[config.mk]
export PLATFORM = sky130hd
export DESIGN_NAME = main_fsm
export DESIGN_NICKNAME = d
export VERILOG_FILES = /design/src/rtl/arm_mc_pkg.sv /design/src/rtl/main_fsm.sv
export SDC_FILE = /design/constraint.sdc
export NUM_CORES = 1
export LEC_CHECK = 0
export ABC_AREA = 1
export CAP_MARGIN = 30
export CORE_AREA = 2 2 39 41
export CTS_BUF_LIST = sky130_fd_sc_hd__clkbuf_2
export DETAILED_ROUTE_END_ITERATION = 10
export DIE_AREA = 0 0 41 43
export HOLD_SLACK_MARGIN = 0.1
export PLACE_DENSITY_LB_ADDON = 0.1
export SETUP_SLACK_MARGIN = 0.15
export SLEW_MARGIN = 20
export SYNTH_ARGS = -nofsm -noshare
export SYNTH_HDL_FRONTEND = slang
export SYNTH_SLANG_ARGS = --single-unit
export TNS_END_PERCENT = 1
[constraint.sdc]
create_clock -name clk -period 2.7 [get_ports clk]
set_input_delay 0.27 -clock clk [delete_from_list [all_inputs] [get_ports clk]]
set_output_delay 0.27 -clock clk [all_outputs]
set_load 0.02 [all_outputs]
[src/rtl/arm_mc_pkg.sv]
// Shared encodings for the multicycle ARM control unit: main FSM states,
// datapath select constants and instruction Op field values.
package arm_mc_pkg;

    typedef enum logic [3:0] {
        FETCH    = 4'd0,
        DECODE   = 4'd1,
        MEMADR   = 4'd2,
        MEMREAD  = 4'd3,
        MEMWB    = 4'd4,
        MEMWRITE = 4'd5,
        EXECUTER = 4'd6,
        EXECUTEI = 4'd7,
        ALUWB    = 4'd8,
        BRANCH   = 4'd9
    } state_e;

    localparam logic [1:0] SRCB_REG  = 2'b00;
    localparam logic [1:0] SRCB_IMM  = 2'b01;
    localparam logic [1:0] SRCB_FOUR = 2'b10;

    localparam logic [1:0] RES_ALUOUT    = 2'b00;
    localparam logic [1:0] RES_DATA      = 2'b01;
    localparam logic [1:0] RES_ALURESULT = 2'b10;

    localparam logic [1:0] OP_DP  = 2'b00;
    localparam logic [1:0] OP_MEM = 2'b01;
    localparam logic [1:0] OP_BR  = 2'b10;

endpackage

[src/rtl/main_fsm.sv]
// Moore main state machine of the multicycle ARM control unit: sequences each
// instruction and drives datapath selects plus the raw enable strobes.
module main_fsm
    import arm_mc_pkg::*;
(
    input  logic       clk,
    input  logic       Reset,
    input  logic [1:0] Op,
    input  logic [5:0] Funct,
    output logic       IRWrite,
    output logic       AdrSrc,
    output logic       ALUSrcA,
    output logic [1:0] ALUSrcB,
    output logic [1:0] ResultSrc,
    output logic       NextPC,
    output logic       RegW,
    output logic       MemW,
    output logic       Branch,
    output logic       ALUOp,
    output logic [3:0] State
);

    state_e state_q;
    state_e state_d;

    // Only I (bit 5) and L (bit 0) steer the sequence; the rest of Funct
    // belongs to the ALU decoder.
    logic funct_unused;
    assign funct_unused = ^Funct[4:1];

    // NOTE: sequential state uses non-blocking assignments so every flop
    // samples the pre-edge value of its inputs, independent of block order.
    always_ff @(posedge clk) begin
        if (Reset) begin
            state_q <= FETCH;
        end else begin
            state_q <= state_d;
        end
    end

    // NOTE: the next-state default is assigned before the case so every path
    // drives state_d and no latch is inferred.
    always_comb begin
        state_d = FETCH;
        case (state_q)
            FETCH:   state_d = DECODE;
            DECODE: begin
                case (Op)
                    OP_MEM:  state_d = MEMADR;
                    OP_DP:   state_d = Funct[5] ? EXECUTEI : EXECUTER;
                    OP_BR:   state_d = BRANCH;
                    default: state_d = FETCH;
                endcase
            end
            MEMADR:   state_d = Funct[0] ? MEMREAD : MEMWRITE;
            MEMREAD:  state_d = MEMWB;
            MEMWB:    state_d = FETCH;
            MEMWRITE: state_d = FETCH;
            EXECUTER: state_d = ALUWB;
            EXECUTEI: state_d = ALUWB;
            ALUWB:    state_d = FETCH;
            BRANCH:   state_d = FETCH;
            default:  state_d = FETCH;
        endcase
    end

    always_comb begin
        IRWrite   = 1'b0;
        AdrSrc    = 1'b0;
        ALUSrcA   = 1'b0;
        ALUSrcB   = SRCB_REG;
        ResultSrc = RES_ALUOUT;
        NextPC    = 1'b0;
        RegW      = 1'b0;
        MemW      = 1'b0;
        Branch    = 1'b0;
        ALUOp     = 1'b0;
        case (state_q)
            FETCH: begin
                ALUSrcA   = 1'b1;
                ALUSrcB   = SRCB_FOUR;
                ResultSrc = RES_ALURESULT;
                IRWrite   = 1'b1;
                NextPC    = 1'b1;
            end
            DECODE: begin
                ALUSrcA   = 1'b1;
                ALUSrcB   = SRCB_FOUR;
                ResultSrc = RES_ALURESULT;
            end
            MEMADR:   ALUSrcB = SRCB_IMM;
            MEMREAD:  AdrSrc  = 1'b1;
            MEMWB: begin
                ResultSrc = RES_DATA;
                RegW      = 1'b1;
            end
            MEMWRITE: begin
                AdrSrc = 1'b1;
                MemW   = 1'b1;
            end
            EXECUTER: ALUOp = 1'b1;
            EXECUTEI: begin
                ALUSrcB = SRCB_IMM;
                ALUOp   = 1'b1;
            end
            ALUWB:    RegW = 1'b1;
            BRANCH: begin
                ALUSrcB   = SRCB_IMM;
                ResultSrc = RES_ALURESULT;
                Branch    = 1'b1;
            end
            default: ;
        endcase

        // Reset is synchronous, so the register may still hold a mid-instruction
        // state here; present quiet FETCH selects until it takes effect.
        if (Reset) begin
            IRWrite   = 1'b0;
            AdrSrc    = 1'b0;
            ALUSrcA   = 1'b1;
            ALUSrcB   = SRCB_FOUR;
            ResultSrc = RES_ALURESULT;
            NextPC    = 1'b0;
            RegW      = 1'b0;
            MemW      = 1'b0;
            Branch    = 1'b0;
            ALUOp     = 1'b0;
        end
    end

    assign State = state_q;

endmodule

Word level (Yosys, flattened, before mapping)
Index checks and enable logic that the tools add are counted.
{"block": "totals", "regBits": 4, "input_bits": 10, "wordCells": 42}
{"block": "op_classes", "n_eq_ne": 11, "muxes": 22, "n_reduce_logical": 8}
{"operator": "$pmux 4 s5", "n": 1}
{"operator": "$eq 4x3->1 const B", "n": 4}
{"operator": "$mux 1", "n": 15}
{"operator": "$pmux 4 s3", "n": 1}
{"operator": "$eq 4x2->1 const B", "n": 2}
{"operator": "$eq 4x4->1 const B", "n": 2}
{"operator": "$pmux 2 s2", "n": 2}
{"operator": "$reduce_or 2->1", "n": 4}
{"operator": "$reduce_or 3->1", "n": 2}
{"operator": "$eq 4x1->1 const B", "n": 1}
{"operator": "$logic_not 4->1", "n": 1}
{"operator": "$mux 2", "n": 2}
{"operator": "$mux 3", "n": 1}
{"operator": "$eq 2x1->1 const B", "n": 1}
{"operator": "$eq 2x2->1 const B", "n": 1}
{"operator": "$logic_not 2->1", "n": 1}

Longest topological paths before layout
Gate-level depths: netlist of run 1.
{"block": "depth", "word_depth": 4, "mapped_depth": 6, "depth_no_buf": 6}

Least setup slack after synthesis of run 1
No wires, ideal clock.
{"block": "synth_timing", "path_kind": "register to output", "from": "register state_q[1] (netlist: State[1])", "to": "output NextPC", "t_arrival_ns": 1.230, "required_ns": 2.430, "slack_ns": 1.200, "stages_incl_launch_ff": 6, "path_cell_list": "dfxtp_1 -> buf_6 -> inv_2 -> nand3_1 -> nor2_1 -> buf_4"}
{"block": "synth_between", "elab_chain_cells": 3}
{"item": "start: declaration", "line_no": "main_fsm.sv:23", "text": "state_e state_q;"}
{"item": "start signal: assignment", "line_no": "main_fsm.sv:37", "text": "state_q <= state_d;"}
{"item": "$logic_not 4->1"}
{"item": "$mux 1 (2 in series)"}
{"item": "end: declaration", "line_no": "main_fsm.sv:15", "text": "output logic NextPC,"}
No other way between the ends.

Worst setup path in the final report of run 1
{"block": "layout_timing", "from": "input Reset", "to": "output ResultSrc[0]"}
{"block": "layout_between", "elab_chain_cells": 1}
{"item": "start: declaration", "line_no": "main_fsm.sv:7", "text": "input logic Reset,"}
{"item": "$mux 2", "line_no": "main_fsm.sv:117", "text": "if (Reset) begin"}
{"item": "end: declaration", "line_no": "main_fsm.sv:14", "text": "output logic [1:0] ResultSrc,"}
No other way between the ends.

==> flow_metrics.tcl, run 1 <==
set metrics [dict create \
    outcome "complete, no violations" \
    fmax_ghz 0.458 \
    setup-violations-final 0 \
    synth-seq-area-share_pct 23.9 \
    end_kind "output pin" \
    root_buffer "clkbuf_2" \
    start_kind "primary input" \
    synthCells 57 \
    crit_fanout 7 \
    cts_buffers 3 \
    tightest_slew_ns 0.321 \
    path_clk_slew_ns 0.04 \
    grt_pass1_vias 366 \
    seqPwrFrac_pct 34.0 \
    grt_pass1_wl_um 1500 \
    wl_um 905 \
    max-cap-violations 0 \
    internal_power_mw 0.131 \
    grt_max_degree 10 \
    detail_route.first_pass.iterations 4 \
    switching_power_mw 0.0768 \
    finalNetCount 90 \
    synth.distinct_cells 14 \
    skew_ns 0.00351 \
    post_cts_resized 0 \
    io_buffer_count 21 \
    hold_class "register to register" \
    synthArstFlopShare_pct 0 \
    swShare_pct 37.0 \
    relSlewSlack_pct 78.6 \
    rsz0062_at_grt "no" \
    finalPower_mw 0.208 \
    drt-initial-drc-count 10 \
    p_clk_share_pct 25.9 \
    ir_worst_vdd_uv 221 \
    die_y_um 43 \
    tritoncts "done" \
    initial_core_util_pct 24.2 \
    core_area_um2 1380 \
    rows 14 \
    syn_nets 67 \
    avgSynthCellArea_um2 5.88 \
    antenna_found_initial 0 \
    routedWlPerCell_um 9.63 \
    synth_area_leaders "dfxtp_1 (24%), nand2_1 (11%), nand3_1 (10%)" \
    synth_flop_cell "dfxtp_1" \
    post-route-period-util_pct 80.9 \
    vias_per_cell 4.54 \
    dp_hpwl_um 729 \
    synth_common_cells "nand2_1 (10), nor2_1 (9), inv_1 (7), nand3_1 (7), nor2_2 (5)" \
    clockBufferDepth 2 \
    die_w_um 41 \
    yosys_register_bits 4 \
    clock_latency_ns 0.21 \
    htree_levels 1 \
    diodes 0 \
    overflow 0 \
    ios 26 \
    yosys.cell_count.top_type "nand2_1" \
    finalCriticalPeriod_ns 2.18 \
    die_area_um2 1760 \
    cts_hold_buf 0 \
    drc 0 \
    cp.arrival_ns 1.91 \
    critical_path_class "primary input to output pin" \
    gp_congestion 0.815 \
    grt_usage_pct 12.9 \
    worstPathRequired_ns 2.43 \
    power_density_nw_per_um2 374 \
    synth_edf_count 0 \
    post_cts_buffers 0 \
    areaGrowthSynthToFinish_pct 65.3 \
    p_leak_nw 0.251 \
    largest_reg_flops 4 \
    yosys_warnings 0 \
    syn_area_um2 335 \
    finalSetupTns_ns 0 \
    yosys.area.top_type "dfxtp_1" \
    ant_nets 0 \
    final_layout_size_suffix_gt1_share_pct 14.1 \
    vias 427 \
    clkSinkCount 4 \
    hold_viol 0 \
    synth_top_area_share_pct 23.9 \
    drv_slew 0 \
    p_comb_share_pct 40.1 \
]
-- area by class of cell --
| type | count | area [um2] |
|---|---|---|
| fill | 170 | 830 |
| timing repair buffer | 21 | 210 |
| multi-input combinational | 41 | 195 |
| sequential | 4 | 80.1 |
| inverter | 9 | 33.8 |
| tap | 16 | 20.0 |
| clock buffer | 3 | 15.0 |
-- cells by family (layout without fill, tap and decap cells) --
logic type      count (synthesis)  in the layout  synth area share [%]
flops                           4              4                  23.9
compound gates                  5              5                  8.21
simple gates                   36             36                  50.0
buf+inv                        12             33                  17.9
-- metal layers --
metal	part of all wire, %	up-vias	global-route usage [%]
li1	-	225	-
met2	47	13	17.2
met5	0	-	0
met4	0.88	0	10.0
met3	5.2	2	4.71
met1	46	187	15.8
-- cell usage in the layout, fill, tap and decap left out, drive strengths merged --
cell / n
dfxtp: 4
o211ai: 1
nor2: 14
nand2: 11
nand4: 3
clkbuf: 3
inv: 9
a21oi: 4
nand3: 7
nor3: 1
clkdlybuf4s50: 21
-- worst max-delay path, stage by stage --
cell and delay (ns):
clkdlybuf4s50_1 0.53, inv_1 0.21, nand3_1 0.14, nor3_1 0.14, clkdlybuf4s50_1 0.62
-- worst paths after layout --
kind / startpoint / slack (ns) / cells after the start / endpoint
worst max-delay path: Reset / 0.52 / 5 / ResultSrc[0]
worst min-delay path: State[1] / 0.64 / 2 / State[3]
worst min register to register: State[1] / 0.64 / 2 / State[3]
worst max register to register: State[3] / 1.70 / 3 / State[1]
-- power groups by stage --
stage	registers, mW	clock network, mW	logic (mW)
final	0.0706	0.0537	0.0832
after CTS	0.0707	0.0573	0.0839
after global routing	0.0715	0.0607	0.0904
after global placement	0.0720	0	0.0835
after floorplan	0.0736	0	0.0474
after detailed placement	0.0719	0	0.0836
-- metrics by stage --
step	utilization [%]	hold slack, ns	cell area (um2)	cells	setup WS (ns)
floorplan	-	0.339	335	57	1.20
global placement	39.0	0.647	539	91	0.506
detailed placement	39.0	0.638	539	91	0.507
CTS	40.1	0.644	554	94	0.513
global route	40.1	0.685	554	94	0.406
finish	40.1	0.635	554	94	0.516
Note: power is estimated with default switching activity, not from simulation.
==> run 2, diff against run 1 <==
clock period = 1.8 ns   (was 2.7 ns; I/O delays follow)
==> flow_metrics.tcl, run 2 (synthesis results as in run 1) <==
set metrics [dict create \
    outcome "complete, no violations" \
    die_w_um 41 \
    tightest_slew_ns 0.336 \
    path_delay_family "flip-flops" \
    start_kind "register" \
    io_buffer_count 21 \
    p_leak_nw 0.310 \
    crit_fanout 9 \
    gp_congestion 0.795 \
    ant_nets 0 \
    areaGrowthSynthToFinish_pct 73.5 \
    die_area_um2 1760 \
    initial_core_util_pct 24.2 \
    rows 14 \
    vias 445 \
    root_buffer "clkbuf_2" \
    end_kind "output pin" \
    path_clk_slew_ns 0.04 \
    hold_class "register to register" \
    worstPathCellList "nor2_2, nand2_2, nand3_1, nand2_1, inv_1, dlygate4sd2_1" \
    finalNetCount 96 \
    max-cap-violations 0 \
    max_stage_delay_ns 0.51 \
    diodes 0 \
    ir_worst_vdd_uv 342 \
    grt_pass1_vias 383 \
    final_layout_size_suffix_gt1_share_pct 22.6 \
    cp.arrival_ns 1.38 \
    clockBufferDepth 2 \
    drv_slew 0 \
    cts_buffers 3 \
    skew_ns 0.00699 \
    tritoncts "done" \
    setup-violations-final 0 \
    power_density_nw_per_um2 539 \
    drc 0 \
    clkSinkCount 4 \
    finalCriticalPeriod_ns 1.56 \
    rsz0062_at_grt "yes" \
    final_cell_mix "dlygate4sd2_1 (11), nand2_1 (10), nor2_1 (9), clkdlybuf4s50_1 (9)" \
    antenna_found_initial 0 \
    core_area_um2 1380 \
    worst_path_max_delay_cell "dfxtp_1" \
    detail_route.first_pass.iterations 2 \
    critical_path_class "register to output pin" \
    hold_viol 0 \
    ios 26 \
    cts_hold_buf 0 \
    drt-initial-drc-count 5 \
    final_common_cell "dlygate4sd2_1" \
    fmax_ghz 0.640 \
    wl_um 912 \
    largest_reg_flops 4 \
    finalSetupTns_ns 0 \
    die_y_um 43 \
    post-route-period-util_pct 86.8 \
    clock_latency_ns 0.20 \
    critPathBufInv 2 \
    grt_usage_pct 12.7 \
    htree_levels 1 \
    vias_per_cell 4.45 \
    worstPathRequired_ns 1.62 \
    grt_pass1_wl_um 1530 \
    dp_hpwl_um 764 \
    whs_ns 0.593 \
    relSlewSlack_pct 77.5 \
    routedWlPerCell_um 9.12 \
    grt_max_degree 10 \
    overflow 0 \
]
run 2: cell types whose count changed in the layout (fill, tap and decap cells not counted), sizes merged:
| cell | before | now |
|---|---|---|
| clkbuf | 3 | 4 |
| buf | 0 | 6 |
| dlygate4sd2 | 0 | 11 |
| clkdlybuf4s50 | 21 | 9 |
run 2: final cells by class:
class                   instances  area, um2
repair buffers                 27        236
multi-input cells              41        195
clock buffers                   3       15.0
well taps                      16       20.0
flip-flops and latches          4       81.3
fillers                       151        802
inverters                       9       33.8
run 2: what timing repair did:
item                                    4_1_cts  5_1_grt
resized for setup                            12        3
gates cloned                                  0        0
buffers inserted                              0        0
endpoints found under the setup margin       12        5
run 2: worst paths after layout:
| path | start | end | slack (ns) | depth (start not counted) |
|---|---|---|---|---|
| max | State[1] | ALUSrcB[0] | 0.24 | 6 |
| min | State[0] | State[3] | 0.59 | 4 |
| max reg2reg | State[2] | State[1] | 0.79 | 4 |
| min reg2reg | State[0] | State[3] | 0.59 | 4 |
run 2: report_power, final:
group / internal, mW / switching (mW)
registers: 0.0952 / 0.00980
logic: 0.0590 / 0.0712
clock network: 0.0447 / 0.0338
run 2: worst min-delay path: stages, from the launching register on:
cell     delay, ns
dfxtp_1       0.33
inv_2         0.07
nor2_2        0.04
nand4_1       0.06
nand2_1       0.05
run 2: through the flow:
stage	power [mW]	instances	utilization, %	instance area [um2]	worst slack (ns)
after floorplan	0.182	57	-	335	0.390
after global placement	0.248	97	42.2	584	0.0163
after detailed placement	0.247	97	42.2	584	0.0239
after CTS	0.318	100	42.2	584	0.170
after global routing	0.341	100	42.0	582	0.0697
final	0.314	100	42.0	582	0.237
run 2: layer usage:
layer	global-route usage [%]	up-vias	wire length, um
met4	4.00	0	0
met5	0	-	0
met3	6.28	0	58
met2	17.5	14	447
met1	16.7	195	406
li1	-	236	-
